===== src/rtl/sample_sched_pkg.sv =====
// Shared FSM encoding, per-slice level types and level functions for the
// level-scheduled evaluator of the six-input/three-output sample netlist.
package sample_sched_pkg;

    localparam int NUM_LEVELS = 4;

    localparam logic [2:0] ST_IDLE = 3'd0;
    localparam logic [2:0] ST_L1   = 3'd1;
    localparam logic [2:0] ST_L2   = 3'd2;
    localparam logic [2:0] ST_L3   = 3'd3;
    localparam logic [2:0] ST_L4   = 3'd4;
    localparam logic [2:0] ST_DONE = 3'(NUM_LEVELS + 1);

    // One bit-slice per struct; later levels carry forward what they still need.
    typedef struct packed { logic a, b, c, d, e, f; } opnd_t;
    typedef struct packed { logic b, g, h, i, j; } lvl1_t;
    typedef struct packed { logic b, h, k, l, m, p; } lvl2_t;
    typedef struct packed { logic n, o, p; } lvl3_t;
    typedef struct packed { logic o, p, q; } lvl4_t;

    function automatic lvl1_t l1(input opnd_t x);
        lvl1_t r;
        r.b = x.b;
        r.g = x.a | x.d;
        r.h = x.a & x.c;
        r.i = ~x.c;
        r.j = x.d | x.e | x.f;
        return r;
    endfunction

    function automatic lvl2_t l2(input lvl1_t x);
        lvl2_t r;
        r.b = x.b;
        r.h = x.h;
        r.k = x.g | x.h | x.i;
        r.l = x.h & x.j & x.i;
        r.m = x.i & x.j;
        r.p = ~x.g;
        return r;
    endfunction

    function automatic lvl3_t l3(input lvl2_t x);
        lvl3_t r;
        r.n = x.l & x.m;
        r.o = x.b & x.k & x.h;
        r.p = x.p;
        return r;
    endfunction

    // n is provably zero, but q is still computed from it rather than tied high.
    function automatic lvl4_t l4(input lvl3_t x);
        lvl4_t r;
        r.o = x.o;
        r.p = x.p;
        r.q = ~x.n;
        return r;
    endfunction

endpackage


===== src/rtl/sample_stage_reg.sv =====
// WIDTH-generic data register with a valid bit; clear drops valid, stall
// freezes everything, load captures new data when the incoming beat is valid.
module sample_stage_reg #(
    parameter int W = 8
) (
    input  logic         clk,
    input  logic         rst,
    input  logic         clear,
    input  logic         load,
    input  logic         stall,
    input  logic         d_valid,
    input  logic [W-1:0] d,
    output logic         valid,
    output logic [W-1:0] q
);

    // NOTE: data is reset along with valid so the outputs read zero after reset.
    always_ff @(posedge clk) begin
        if (rst) begin
            valid <= 1'b0;
            q     <= '0;
        end else if (clear) begin
            valid <= 1'b0;
        end else if (load && !stall) begin
            valid <= d_valid;
            if (d_valid) begin
                q <= d;
            end
        end
    end

endmodule


===== src/rtl/sample_sched_eval.sv =====
// Level-scheduled evaluator of the sample netlist: WIDTH parallel slices, one
// logic level per clock, either one job in flight (MODE=0) or pipelined (MODE=1).
module sample_sched_eval
    import sample_sched_pkg::*;
#(
    parameter int WIDTH = 8,
    parameter int MODE  = 0,
    parameter int CNT_W = 16
) (
    input  logic             clk,
    input  logic             rst,
    input  logic             in_valid,
    output logic             in_ready,
    input  logic [WIDTH-1:0] a,
    input  logic [WIDTH-1:0] b,
    input  logic [WIDTH-1:0] c,
    input  logic [WIDTH-1:0] d,
    input  logic [WIDTH-1:0] e,
    input  logic [WIDTH-1:0] f,
    output logic             out_valid,
    input  logic             out_ready,
    output logic [WIDTH-1:0] o,
    output logic [WIDTH-1:0] p,
    output logic [WIDTH-1:0] q,
    output logic [CNT_W-1:0] done_cnt
);

    opnd_t [WIDTH-1:0] s0_d, s0_q;
    lvl1_t [WIDTH-1:0] s1_d, s1_q;
    lvl2_t [WIDTH-1:0] s2_d, s2_q;
    lvl3_t [WIDTH-1:0] s3_d, s3_q;
    lvl4_t [WIDTH-1:0] s4_d, s4_q;

    logic [NUM_LEVELS:0] ld;
    logic [NUM_LEVELS:0] dv;
    logic [NUM_LEVELS:0] vq;
    logic                stall;
    logic                clear;

    for (genvar k = 0; k < WIDTH; k++) begin : g_slice
        assign s0_d[k] = opnd_t'{a: a[k], b: b[k], c: c[k], d: d[k], e: e[k], f: f[k]};
        assign s1_d[k] = l1(s0_q[k]);
        assign s2_d[k] = l2(s1_q[k]);
        assign s3_d[k] = l3(s2_q[k]);
        assign s4_d[k] = l4(s3_q[k]);
        assign o[k]    = s4_q[k].o;
        assign p[k]    = s4_q[k].p;
        assign q[k]    = s4_q[k].q;
    end

    sample_stage_reg #(.W(WIDTH * $bits(opnd_t))) u_s0 (
        .clk(clk), .rst(rst), .clear(clear), .load(ld[0]), .stall(stall),
        .d_valid(dv[0]), .d(s0_d), .valid(vq[0]), .q(s0_q)
    );
    sample_stage_reg #(.W(WIDTH * $bits(lvl1_t))) u_s1 (
        .clk(clk), .rst(rst), .clear(clear), .load(ld[1]), .stall(stall),
        .d_valid(dv[1]), .d(s1_d), .valid(vq[1]), .q(s1_q)
    );
    sample_stage_reg #(.W(WIDTH * $bits(lvl2_t))) u_s2 (
        .clk(clk), .rst(rst), .clear(clear), .load(ld[2]), .stall(stall),
        .d_valid(dv[2]), .d(s2_d), .valid(vq[2]), .q(s2_q)
    );
    sample_stage_reg #(.W(WIDTH * $bits(lvl3_t))) u_s3 (
        .clk(clk), .rst(rst), .clear(clear), .load(ld[3]), .stall(stall),
        .d_valid(dv[3]), .d(s3_d), .valid(vq[3]), .q(s3_q)
    );
    sample_stage_reg #(.W(WIDTH * $bits(lvl4_t))) u_s4 (
        .clk(clk), .rst(rst), .clear(clear), .load(ld[4]), .stall(stall),
        .d_valid(dv[4]), .d(s4_d), .valid(vq[4]), .q(s4_q)
    );

    if (MODE == 0) begin : g_fsm
        logic [2:0] state;

        always_ff @(posedge clk) begin
            if (rst) begin
                state <= ST_IDLE;
            end else begin
                case (state)
                    ST_IDLE: if (in_valid) state <= ST_L1;
                    ST_L1, ST_L2, ST_L3, ST_L4: state <= state + 3'd1;
                    ST_DONE: if (out_ready) state <= ST_IDLE;
                    default: state <= ST_IDLE;
                endcase
            end
        end

        assign in_ready  = ~rst & (state == ST_IDLE);
        assign out_valid = (state == ST_DONE) & vq[NUM_LEVELS];
        assign stall     = 1'b0;
        assign clear     = out_valid & out_ready;
        assign dv        = '1;
        assign ld[0]     = in_valid & in_ready;

        // Each level register loads only in its own state, behind a valid predecessor.
        for (genvar s = 1; s <= NUM_LEVELS; s++) begin : g_ld
            assign ld[s] = (state == 3'(s)) & vq[s-1];
        end
    end else begin : g_pipe
        assign out_valid = vq[NUM_LEVELS];
        assign stall     = out_valid & ~out_ready;
        assign in_ready  = ~rst & ~stall;
        assign clear     = 1'b0;
        assign ld        = '1;
        assign dv        = {vq[NUM_LEVELS-1:0], in_valid & in_ready};
    end

    always_ff @(posedge clk) begin
        if (rst) begin
            done_cnt <= '0;
        end else if (out_valid && out_ready) begin
            done_cnt <= done_cnt + CNT_W'(1);
        end
    end

endmodule


===== config.mk =====
export PLATFORM = sky130hd
export DESIGN_NAME = sample_sched_eval
export DESIGN_NICKNAME = d
export VERILOG_FILES = /design/src/rtl/sample_sched_pkg.sv /design/src/rtl/sample_stage_reg.sv /design/src/rtl/sample_sched_eval.sv
export SDC_FILE = /design/constraint.sdc
export NUM_CORES = 1
export LEC_CHECK = 0
export CAP_MARGIN = 20
export CORE_MARGIN = 2
export CORE_UTILIZATION = 59
export DETAILED_ROUTE_END_ITERATION = 8
export GPL_TIMING_DRIVEN = 0
export PLACE_DENSITY = 0.84
export SLEW_MARGIN = 20
export SYNTH_ARGS = -nofsm -noshare
export SYNTH_HDL_FRONTEND = slang
export SYNTH_SLANG_ARGS = --single-unit
export TNS_END_PERCENT = 20

===== constraint.sdc =====
create_clock -name clk -period 5.9 [get_ports clk]
set_clock_uncertainty 0.05 [all_clocks]
set_input_delay 1.475 -clock clk [delete_from_list [all_inputs] [get_ports clk]]
set_output_delay 1.475 -clock clk [all_outputs]
set_load 0.05 [all_outputs]

# Yosys cells after proc, flatten, opt, wreduce, memory -nomap -nowiden
# Index checks and enable logic that the tools add are counted.
dict set report op_classes {
  addsub 2
  n_mul 0
  n_div 0
  magnitude_cmp 0
  n_eq_ne 7
  shift 0
  muxes 3
  bitwise 130
  reduce_logical 10
}
# cell count
set ops {}
lappend ops {{$and A1 B1 Y1} 64}
lappend ops {{$or A1 B1 Y1} 40}
lappend ops {{$not A1 Y1} 26}
lappend ops {{$add A16 B1 Y16 const B} 1}
lappend ops {{$reduce_and A2 Y1} 6}
lappend ops {{$pmux W3 S3} 1}
lappend ops {{$eq A3 B2 Y1 const B} 2}
lappend ops {{$eq A3 B3 Y1 const B} 2}
lappend ops {{$mux W3} 2}
lappend ops {{$ne A2 B2 Y1 const B} 2}
lappend ops {{$reduce_or A4 Y1} 1}
lappend ops {{$add A3 B1 Y3 const B} 1}
lappend ops {{$eq A3 B1 Y1 const B} 1}
lappend ops {{$logic_not A3 Y1} 1}
lappend ops {{$reduce_or A2 Y1} 1}
lappend ops {{$logic_and A1 B1 Y1} 1}
dict set report totals {
  reg_bits 208
  latchBits 0
  mem_bits_rw 0
  mem_bits_ro 0
  inputBits 52
  out_inout_bits 42
  elab_cells 164
  memories 0
}

# Logic depth before layout (Yosys ltp)
dict set report logic_depth {
  ltp_word 5
  ltp_mapped 9
  depth_no_buf 6
}

# Modules after synthesis
# From an unflattened synthesis, not the netlist that was laid out.
dict set report hier_totals {
  hier_cells 1035
  hier_area_um2 8573.2
}
# module n_inst cells_per_inst area_each_um2 seq_area_each_um2
set by_module_without_submodules {}
lappend by_module_without_submodules {{sample_stage_reg at u_s0 ...} 2 213 1752.9 980.9}
lappend by_module_without_submodules {{sample_stage_reg at u_s3 ...} 2 111 1046.0 500.5}
lappend by_module_without_submodules {{sample_stage_reg at u_s1} 1 179 1491.4 820.8}
lappend by_module_without_submodules {sample_sched_eval 1 208 1483.9 380.4}

# Worst setup path before layout
# Ideal clock, no wire load.
dict set report synth_timing {
  kind {input -> output}
  from {input rst}
  to {output in_ready}
  arrival_time_ps 2170
  t_required_ps 4375
  setup_slack_ps 2205
  path_stages 1
  path_buffers 0
  path_cell_list {nor3b_2}
}
dict set report synth_between {
  elab_chain_len 2
}
# item line
set synth_rtl {}
lappend synth_rtl {{start: declaration} sample_sched_eval.sv:11} ;# input logic rst,
lappend synth_rtl {{$not A1 Y1} sample_sched_eval.sv:88} ;# assign in_ready = ~rst & (state == ST_IDLE);
lappend synth_rtl {{$and A1 B1 Y1} sample_sched_eval.sv:88}
lappend synth_rtl {{end: declaration} sample_sched_eval.sv:13} ;# output logic in_ready,
# Every way passes these cells.

# Worst setup path in the final report
# Same ends and word-level chain as after synthesis.

==> impl_metrics.py <==
metrics = {
    "critical_path": {
        "crit_arrival_ns": 3.04,
        "worstSetupPathType": "input port to output pin",
        "regToRegStartpoint": "g_fsm.state[1]",
        "cp-start-kind": "input port",
        "cp-startpoint": "rst",
        "worstSetupEndpointType": "output pin",
        "required_ns": 4.38,
        "cp_max_fo": 3,
    },
    "placed_design": {
        "finalWeightedCongestion": 0.849,
        "place_area_mm2": 0.00875,
        "io_buffers": 93,
        "place_ws_ns": 1.31,
        "hpwl_um": 13200,
    },
    "clock_network": {
        "cts.sinks": 208,
        "hold_buffers": 0,
        "cts_resized": 0,
        "cts-htree-levels": 1,
        "clock_latency_ns": 0.48,
        "cts_setup_buffers": 0,
        "cts_buffers": 20,
        "tritoncts": "built",
        "clk_path_buf_depth": 3,
        "clk_pin_slew_worst_paths_ns": 0.06,
        "cts-root-buf": "clkbuf_16",
    },
    "final_layout": {
        "antenna_cells": 0,
        "fill_cells": 1001,
        "layout.nets": 1103,
        "drive_gt1_share_pct": 5.41,
        "areaGrowthSynthToFinish_pct": 22.6,
        "regArea_mm2": 0.00416,
        "multiInputGateArea_mm2": 0.00313,
        "design_area_mm2": 0.00933,
    },
    "sta": {
        "maxSlewViolCount": 0,
        "tns_ns": 0,
        "rsz0062_at_grt": "no",
        "setup_viol": 0,
        "worstMarginPinSlew_ns": 0.650,
        "period_minus_slack_ns": 4.57,
        "slew_headroom_pct": 56.7,
        "post-route-period-util_pct": 77.4,
        "hold_viol_final": 0,
        "fmaxAchievable_mhz": 219,
        "worst_hold_slack_ns": 0.402,
        "worst_slack_ns": 1.33,
    },
    "yosys": {
        "synth.ff_latch_count": 208,
        "synth_top_cells_by_count": "242 x nand2_1, 208 x dfxtp_1, 163 x a21oi_1",
        "ys_warn_count": 0,
        "synth_area_per_cell_um2": 8.18,
        "yosysMostFrequentCell": "nand2_1",
        "synth_flop_cell": "dfxtp_1",
        "syn-num-nets": 988,
        "synth_cell_types": 40,
        "synth_edf_count": 0,
        "ys_seq_area_share_pct": 54.7,
        "synth.cell_area_mm2": 0.00761,
        "synth_top_area_share_pct": 54.7,
        "yosysTopAreaCell": "dfxtp_1",
        "netlist_top_cells_area": "dfxtp_1 55%, nand2_1 12%, a21oi_1 11%, nor2_1 3.6%, nor3_1 2.9%",
        "async_reset_ff_share_pct": 0,
        "synthCells": 930,
    },
    "grt": {
        "grt_pass1_vias": 6435,
        "grt_start_max_net_pins": 14,
        "antenna_found_initial": 0,
        "overflow": 0,
        "grt_pass1_wl_um": 31000,
        "grtUsageTotal_pct": 26.7,
    },
    "route": {
        "drt_iter0_drc": 533,
        "num_vias": 6718,
        "vias_per_cell": 5.48,
        "first_pass_iters": 6,
        "post_drt_wl_per_cell_um": 15.1,
        "antenna_left": 0,
        "routed_wl_um": 18500,
        "drc_errors": 0,
    },
    "die": {
        "core_area_mm2": 0.0126,
        "fp.dieW_um": 118,
        "num_rows": 41,
        "start_util_pct": 60.3,
        "ioPinCount": 94,
        "die_area_mm2": 0.0138,
        "fp.dieH_um": 118,
    },
    "min_path": {
        "hp-start": "u_s2.q[44]",
        "hold_path_class": "flip-flop to flip-flop",
    },
    "power_and_ir_drop": {
        "p_total_mw": 2.78,
        "cellLeakagePower_nw": 3.22,
        "power_density_mw_per_mm2": 298,
        "ir_drop_uv": 239,
    },
    "flow_run": {
        "maxCapViolCount": 0,
    },
    "run_status": {
        "status": "complete, no violations",
    },
}
per-layer routing:
metal	part of all wire, %	up-vias	track usage [%]
met5	0	-	0
met4	1.9	0	8.13
met3	5.8	26	3.83
met2	47	237	44.9
met1	45	3084	35.7
li1	-	3371	-
cells in the final DEF, fill, tap and decap left out, types with 3 or more instances in the layout:
cell / n
clkbuf_1: 49
buf_2: 20
nand3b_1: 3
o21a_1: 3
clkbuf_16: 21
nand2_1: 242
and3_1: 4
nor3_1: 44
or3_1: 5
nor2_1: 73
nor4_1: 19
nand3_1: 28
a21oi_1: 163
xnor2_1: 7
ha_1: 6
clkdlybuf4s50_1: 93
o21ai_0: 5
a211oi_1: 6
inv_1: 5
nand2b_1: 3
dfxtp_1: 208
nand4_1: 19
cell type report:
type	instances	share of cell area, %
Timing Repair Buffer	93	9.98
Clock buffer	30	6.10
Inverter	5	0.201
Multi-Input combinational cell	651	33.6
Buffer	66	3.17
Tap cell	172	2.31
Clock inverter	1	0.0536
Sequential cell	208	44.6
state kept, by name (all words and copies together) (netlist names):
name and count:
u_s4.q 24, u_s3.valid 1, done_cnt 16, u_s1.q 40, u_s2.q 48, u_s2.valid 1, u_s1.valid 1, u_s4.valid 1
g_fsm.state 3, u_s3.q 24, u_s0.valid 1, u_s0.q 48
cells by family after synthesis:
kind of cell               Yosys count  share of synthesized area (%)
and+or+nand+nor                    454                           26.6
DFF                                208                           54.7
AOI/OAI and AO/OA                  180                           12.3
buffers and inverters               71                           4.13
xor gates and xnor gates             9                           1.04
adders and majority gates            6                          0.987
muxes                                2                          0.296
worst max-delay path, cell delays in order:
cell and delay, ns:
clkdlybuf4s50_1 0.45, nor3b_2 0.26, clkdlybuf4s50_1 0.85
path summary, 6_finish.rpt:
path                                    to  slack, ns  depth (start not counted)
worst max-delay path              in_ready       1.33                          3
worst min-delay path            u_s2.q[44]       0.40                          2
worst max register to register  u_s4.q[13]       3.68                          8
worst min register to register  u_s2.q[44]       0.40                          2
report_power, final:
part           switching (mW)  internal (mW)  total [mW]  leakage, nW
Sequential             0.0242           1.43        1.46         1.68
Clock                   0.499          0.660        1.16        0.279
Combinational          0.0928         0.0667       0.159         1.26
Total                   0.616           2.16        2.78         3.22
metrics by stage:
stage                     instances  utilization (%)
after floorplan                 930                -
after global placement         1195             69.4
after detailed placement       1195             69.4
after CTS                      1226             73.9
after global routing           1226             73.9
final                          1226             73.9
Note: power is estimated with default switching activity, not from simulation.
